===== src/rtl/seq_arith_unit.sv =====
// Multi-cycle unsigned SUB/MUL/DIV/MOD engine with valid/ready handshakes.
// MUL is shift-add (LSB first); DIV/MOD share one restoring divider (MSB first).
module seq_arith_unit #(
  parameter int WIDTH = 8,
  parameter int CNT_W = $clog2(WIDTH+1)
) (
  input  logic             clk,
  input  logic             rst,
  input  logic             in_valid,
  output logic             in_ready,
  input  logic [1:0]       op,
  input  logic [WIDTH-1:0] b,
  input  logic [WIDTH-1:0] c,
  output logic             out_valid,
  input  logic             out_ready,
  output logic [WIDTH-1:0] result,
  output logic             div_by_zero
);

  typedef enum logic [1:0] {IDLE, CALC, DONE} state_t;
  typedef enum logic [1:0] {OP_SUB = 2'd0, OP_MUL = 2'd1, OP_DIV = 2'd2, OP_MOD = 2'd3} op_t;

  localparam logic [CNT_W-1:0] LAST_IT = CNT_W'(WIDTH - 1);

  state_t           state;
  op_t              op_r;
  logic [WIDTH-1:0] b_r;
  logic [WIDTH-1:0] c_r;
  logic [WIDTH-1:0] acc;
  logic [WIDTH-1:0] mcand;
  logic [WIDTH-1:0] mplier;
  logic [WIDTH-1:0] quo;
  logic [WIDTH:0]   rem;
  logic [CNT_W-1:0] cnt;

  logic [WIDTH+1:0] trial;
  logic             fits;
  logic [WIDTH:0]   rem_nxt;
  logic [WIDTH-1:0] quo_nxt;
  logic [WIDTH-1:0] acc_nxt;

  assign in_ready  = (state == IDLE);
  assign out_valid = (state == DONE);

  // One iteration of each datapath; the dividend shifts out of quo as quotient bits shift in.
  always_comb begin
    trial   = {rem, quo[WIDTH-1]};
    fits    = (trial >= {2'b00, c_r});
    rem_nxt = fits ? (trial[WIDTH:0] - {1'b0, c_r}) : trial[WIDTH:0];
    quo_nxt = {quo[WIDTH-2:0], fits};
    acc_nxt = mplier[0] ? (acc + mcand) : acc;
  end

  always_ff @(posedge clk) begin
    if (rst) begin
      state       <= IDLE;
      result      <= '0;
      div_by_zero <= 1'b0;
      cnt         <= '0;
    end else begin
      case (state)
        IDLE: begin
          if (in_valid) begin
            op_r   <= op_t'(op);
            b_r    <= b;
            c_r    <= c;
            acc    <= '0;
            rem    <= '0;
            quo    <= b;
            mcand  <= b;
            mplier <= c;
            cnt    <= '0;
            state  <= CALC;
          end
        end
        CALC: begin
          if (op_r == OP_SUB) begin
            result      <= b_r - c_r;
            div_by_zero <= 1'b0;
            state       <= DONE;
          end else if (op_r != OP_MUL && c_r == '0) begin
            // Divide by zero short-circuits: DIV saturates, MOD returns the dividend.
            result      <= (op_r == OP_DIV) ? '1 : b_r;
            div_by_zero <= 1'b1;
            state       <= DONE;
          end else begin
            acc    <= acc_nxt;
            mcand  <= mcand << 1;
            mplier <= mplier >> 1;
            rem    <= rem_nxt;
            quo    <= quo_nxt;
            cnt    <= cnt + CNT_W'(1);
            if (cnt == LAST_IT) begin
              div_by_zero <= 1'b0;
              cnt         <= '0;
              state       <= DONE;
              case (op_r)
                OP_MUL:  result <= acc_nxt;
                OP_DIV:  result <= quo_nxt;
                default: result <= rem_nxt[WIDTH-1:0];
              endcase
            end
          end
        end
        DONE: begin
          if (out_ready) state <= IDLE;
        end
        default: state <= IDLE;
      endcase
    end
  end

endmodule


===== config.mk =====
export PLATFORM = sky130hd
export DESIGN_NAME = seq_arith_unit
export DESIGN_NICKNAME = d
export VERILOG_FILES = /design/src/rtl/seq_arith_unit.sv
export SDC_FILE = /design/constraint.sdc
export NUM_CORES = 1
export LEC_CHECK = 0
export ABC_AREA = 1
export CAP_MARGIN = 10
export CORE_ASPECT_RATIO = 1.1
export CORE_UTILIZATION = 25
export CTS_CLUSTER_DIAMETER = 120
export CTS_CLUSTER_SIZE = 14
export DETAILED_ROUTE_END_ITERATION = 8
export PLACE_DENSITY = 0.51
export SLEW_MARGIN = 20
export SYNTH_ARGS = -nofsm -noshare
export SYNTH_HDL_FRONTEND = slang
export SYNTH_SLANG_ARGS = --single-unit

===== constraint.sdc =====
create_clock -name clk -period 8.55 [get_ports clk]
set_input_delay 1.2825 -clock clk [delete_from_list [all_inputs] [get_ports clk]]
set_output_delay 1.2825 -clock clk [all_outputs]
set_load 0.005 [all_outputs]

==> impl_metrics.ini, run 1 <==
[run_status]
run_status = complete, no violations

[job]
maxCapViolCount = 0

[clock_network]
cts_sinks = 74
cts.clk_slew.worst_paths_ps = 50
clock_tree_from_tritoncts = built
cts_root_buffer = clkbuf_16
post-cts-setup-buffers = 0
ctsLongestPathBuffers = 2
worstSkewPairLatency_ps = 330
ctsHtreeMaxLevel = 3
post_cts_hold_buffer_count = 0
numCtsBuffers = 9
post_cts_resized = 0

[floorplan]
boundaryPins = 33
fp.dieW_um = 128
initial_cell_density_of_the_core = 0.257
die-height_um = 141
fp-row-count = 50
die-area_um2 = 18100
core-area_um2 = 17100

[min_path]
timing.hold.worst.class = reg -> reg

[timing]
layout_worst_path_cycle_share = 0.346
timing.setup.tns_ps = 0
clock_skew_ps = 3.11
count_of_final_max_slew_check_failures = 0
setup_viol = 0
max_slew_margin = 0.568
finalHoldViolCount = 0
rsz0062_at_grt = false
tightest_slew_ps = 647
max_clock_freq_ghz = 0.338
finalCriticalPeriod_ps = 2960

[setup_path]
start_kind = flop
setup.worst_path.end_class = flop
timing_worst_setup_path_type = reg -> reg
timing.critical_path.required_ps = 8520
crit_fanout = 41
worst_ep_arrival_time_ps = 2920

[cells_and_area]
insertedDiodeCount = 0
finish.instance_area_um2 = 5220
finish.utilization = 0.305
layout-drive-gt1-share = 0.0700
post_layout_nonfiller_instances = 791
layout-area-overhead-vs-synth_pct = 18.7
nNetsFinal = 606

[grt]
global_route.overflow_total = 0
pin_count_of_the_biggest_net_entering_global_routing = 42
grt_pass1_wl_mm = 17.5
grt_pass1_vias = 3530
grt_util_all_layers = 0.126
grt_antenna_before_repair = 0

[route]
vias_post_dr = 3524
drt_iter0_drc = 221
post-route-drc-count = 0
detailedRoute.firstPassIterationCount = 5
avgViaCountPerCell = 4.46
route.antenna.remaining_nets = 0
routedWlPerCell_um = 13.7
wl_mm = 10.8

[synth]
ys_seq_area_frac = 0.472
synthesis.area_um2 = 4390
synth_enable_flop_cells = 59
synth.distinct_cells = 35
synth_nets = 572
avgSynthCellArea_um2 = 8.43
synthFlopType = edfxtp_1
synth-seq-cells = 74
synth-warning-count = 0
async_reset_ff_frac = 0
count_of_mapped_cells_out_of_synthesis = 521

[place]
dpl.cell_count = 778
gp_routability_congestion = 0.841
place_area_um2 = 4980
dpl.hpwl_mm = 8.26
port_buffers = 32

[pwr]
p_leak_nw = 2.24
power_density_nw_per_um2 = 178
power.ir.vdd_worst_uv = 95.7
-- cell usage in the layout (no fill, tap or decap) --
cell	n
o21a_1	2
clkinv_2	1
nand3_1	32
nor3_1	5
mux2i_1	1
dfxtp_1	15
nand3b_4	1
a21oi_1	45
xnor2_1	5
clkdlybuf4s50_1	32
fa_1	3
nor2_1	44
a21oi_2	3
nand3_2	3
ha_1	26
o211ai_1	2
edfxtp_1	59
xor2_1	4
a21o_1	2
clkbuf_1	3
nand2_1	151
nand2_2	6
or2_2	6
clkbuf_16	9
o21bai_1	1
nand4_1	3
nor2_4	4
buf_4	2
nand3b_1	4
inv_2	2
inv_1	55
o21ai_0	21
a31oi_1	1
nand3_4	1
o21ai_1	2
o21ai_2	1
-- metrics by stage --
stage,total power [mW],setup WS (ps),hold WS (ps)
floorplan,0.559,4720,458
global placement,0.612,5390,456
detailed placement,0.616,5340,454
CTS,0.941,5540,463
global route,0.978,5240,507
finish,0.930,5590,457
-- flip-flops by register name (all words and copies together) (netlist names) --
signal	flops
rem	9
acc	8
b_r	8
c_r	8
mcand	8
mplier	8
quo	8
result	8
cnt	4
op_r	2
state	2
div_by_zero	1
-- report_power, final --
group / switching, mW / internal, mW / leakage (nW)
clock: 0.132 / 0.191 / 0.118
sequential: 0.0127 / 0.417 / 0.679
combinational: 0.112 / 0.0656 / 1.44
-- per-layer routing --
| layer | track usage | wire length (um) |
|---|---|---|
| met5 | 0 | 0 |
| met4 | 0.0570 | 248 |
| met3 | 0.0163 | 381 |
| met2 | 0.217 | 5340 |
| met1 | 0.157 | 4840 |
-- kinds of logic (layout without fill, tap and decap cells) --
family	Yosys count	count (layout)	share of synthesized area
compound gates	80	80	0.0988
xor+xnor	9	9	0.0179
fa+ha+maj	29	29	0.0877
buf+inv	68	104	0.0609
flops	74	74	0.472
mux	1	1	0.00228
simple gates	260	260	0.261
-- cells in the mapped netlist (5+ instances only) --
cell | count | area, um2
nand2_2 | 6 | 37.5
o21ai_0 | 21 | 105
clkbuf_1 | 8 | 30.0
nor3_1 | 5 | 25.0
nand2_1 | 151 | 567
xnor2_1 | 5 | 43.8
edfxtp_1 | 59 | 1770
inv_1 | 55 | 206
ha_1 | 26 | 325
or2_2 | 6 | 37.5
nor2_1 | 45 | 169
a21oi_1 | 45 | 225
nand3_1 | 32 | 160
dfxtp_1 | 15 | 300
-- final cells by class --
cell class                 instances  area [um2]
sequential                        74        2070
fill                            1813       11900
tap                              234         293
multi-input combinational        379        2060
inverter                          57         214
timing repair buffer              34         335
clock buffer                      12         236
clock inverter                     1        5.00
-- worst paths after layout --
check / startpoint / to / slack [ps] / depth (start not counted)
worst max-delay path: state[0]$_SDFFE_PP0P_ / acc[7]$_SDFFCE_PN0P_ / 5590 / 7
worst min-delay path: div_by_zero$_SDFFE_PP0P_ / div_by_zero$_SDFFE_PP0P_ / 460 / 2
worst max register to register: state[0]$_SDFFE_PP0P_ / acc[7]$_SDFFCE_PN0P_ / 5590 / 7
worst min register to register: div_by_zero$_SDFFE_PP0P_ / div_by_zero$_SDFFE_PP0P_ / 460 / 2
-- worst max-delay path: stages, from the launching register on --
cell and delay (ps):
dfxtp_1 340, inv_1 70, nor2_4 500, inv_2 450
o21ai_1 420, inv_1 200, nor2_4 100, buf_4 460
No activity file was read; power rests on OpenSTA's default activity.
==> inputs of run 2 (changes only) <==
Clock period 8.55 ns to 2.8 ns, I/O delays scaled along.
==> run 2 against run 1 <==
Critical endpoint is now result[7]$_SDFFE_PP0P_; critical path depth increased by 6; via count increased by 3.0%; largest cell class unchanged; sequential share of layout area decreased by 0.81 points; first-iteration DRC count increased by 4.1%; maximum frequency increased by 20%.
==> impl_metrics.ini, run 2 (synthesis gave the netlist of run 1 again) <==
[run_status]
run_status = complete, no violations

[timing]
rsz0062_at_grt = false
timing.setup.tns_ps = 0
layout_worst_path_cycle_share = 0.882
max_clock_freq_ghz = 0.405
finalHoldViolCount = 0
fin_hold_ws_ps = 462
finalCriticalPeriod_ps = 2470
max_slew_margin = 0.573
setup_viol = 0
count_of_final_max_slew_check_failures = 0
tightest_slew_ps = 640
clock_skew_ps = 6.97

[clock_network]
post_cts_resized = 0
clock_tree_from_tritoncts = built
post_cts_hold_buffer_count = 0
worstSkewPairLatency_ps = 340
cts_sinks = 74
numCtsBuffers = 9
cts.clk_slew.worst_paths_ps = 60
ctsLongestPathBuffers = 2
cts_root_buffer = clkbuf_16
post-cts-setup-buffers = 0
ctsHtreeMaxLevel = 3

[floorplan]
die-area_um2 = 18100
core-area_um2 = 17100
boundaryPins = 33
die-height_um = 141
fp.dieW_um = 128
fp-row-count = 50
initial_cell_density_of_the_core = 0.257

[grt]
global_route.overflow_total = 0
grt_pass1_vias = 3535
grt_antenna_before_repair = 0
pin_count_of_the_biggest_net_entering_global_routing = 42
grt_pass1_wl_mm = 18.1
grt_util_all_layers = 0.131

[route]
avgViaCountPerCell = 4.56
post-route-drc-count = 0
route.antenna.remaining_nets = 0
routedWlPerCell_um = 14.1
wl_mm = 11.3
drt_iter0_drc = 230
vias_post_dr = 3631
detailedRoute.firstPassIterationCount = 5

[setup_path]
critical_path_cell_by_cell = inv_1, ha_1, a21oi_2, nand2_1, nor2_4, nand3_4, inv_1, nand2_1, nand3_1, nand3_1, nand3_1, nand2_1, inv_1
setup.worst_path.end_class = flop
path_delay_family = simple AND/OR/NAND/NOR gates
critPathBufInv = 3
rrSetupSlack_ps = 330
slowest_stage = edfxtp_1
crit_fanout = 15
start_kind = flop
endpoint = result[7]$_SDFFE_PP0P_
crit_path_start = c_r[7]$_DFFE_PP_
timing_worst_setup_path_type = reg -> reg
rr_worst_depth = 13
worst_r2r_dst = result[7]$_SDFFE_PP0P_
timing.critical_path.required_ps = 3080
worst_ep_arrival_time_ps = 2750
timing.critical_path.slowest_cell_delay_ps = 490
critical_path_depth_in_cells = 13
timing.rr.start = c_r[7]$_DFFE_PP_

[job]
maxCapViolCount = 0

[pwr]
p_leak_nw = 2.30
power.ir.vdd_worst_uv = 304
power_density_nw_per_um2 = 579

[min_path]
timing.hold.worst.class = reg -> reg

[place]
port_buffers = 32
gp_routability_congestion = 0.893
dpl.hpwl_mm = 8.34

[cells_and_area]
largest_register_ff_count = 9
insertedDiodeCount = 0
mostFrequentLayoutCell = nand2_1
layout-drive-gt1-share = 0.0835
layout-area-overhead-vs-synth_pct = 21.2
nNetsFinal = 610
most_flop_heavy_register = rem
final_cell_mix = 151 x nand2_1, 59 x edfxtp_1, 55 x inv_1, 45 x a21oi_1, 44 x nor2_1
run 2: cell types whose count changed in the layout (fill, tap and decap cells not counted), sizes merged:
| cell | previous run | this run |
|---|---|---|
| clkinv | 1 | 4 |
| bufinv | 0 | 2 |
| buf | 2 | 6 |
| clkbuf | 12 | 9 |
run 2: power breakdown:
group | total, mW | switching (mW) | internal (mW)
clock network | 1.22 | 0.447 | 0.770
logic | 0.556 | 0.347 | 0.208
registers | 1.31 | 0.0383 | 1.27
run 2: cell type report:
cell class	instances	area, um2
Fill cell	1786	11800
Sequential cell	74	2070
Multi-Input combinational cell	379	2060
Timing Repair Buffer	38	378
Tap cell	234	293
Clock buffer	9	225
Inverter	57	214
Clock inverter	6	82.6
run 2: worst min-delay path by stage:
stage	start	to	slack [ps]	cells past startpoint
global route	div_by_zero$_SDFFE_PP0P_	div_by_zero$_SDFFE_PP0P_	500	2
floorplan	div_by_zero$_SDFFE_PP0P_	div_by_zero$_SDFFE_PP0P_	460	2
finish	div_by_zero$_SDFFE_PP0P_	div_by_zero$_SDFFE_PP0P_	460	2
CTS	div_by_zero$_SDFFE_PP0P_	div_by_zero$_SDFFE_PP0P_	470	2
detailed placement	div_by_zero$_SDFFE_PP0P_	div_by_zero$_SDFFE_PP0P_	460	2
global placement	div_by_zero$_SDFFE_PP0P_	div_by_zero$_SDFFE_PP0P_	460	2
run 2: per-layer routing:
layer | track usage | wire [um] | vias up
li1 | - | - | 1807
met1 | 0.171 | 5220 | 1706
met2 | 0.211 | 5240 | 95
met3 | 0.0235 | 499 | 23
met4 | 0.0551 | 288 | 0
met5 | 0 | 0 | -
run 2: through the flow:
step	area (um2)	utilization	instances	power [mW]	setup WS [ps]
floorplan	4400	-	521	1.71	444
global placement	5020	0.294	782	1.89	338
detailed placement	5020	0.294	782	1.89	361
CTS	5330	0.312	797	3.11	335
global route	5330	0.312	797	3.23	130
finish	5330	0.312	797	3.08	332
run 2: tightest hold or removal path: cells and delay by family, from the launching register on:
| family | cells | cell delay (ps) |
|---|---|---|
| flip-flops | 1 | 310 |
| AND/OR/NAND/NOR | 1 | 60 |
| AO/OA/AOI/OAI | 1 | 50 |
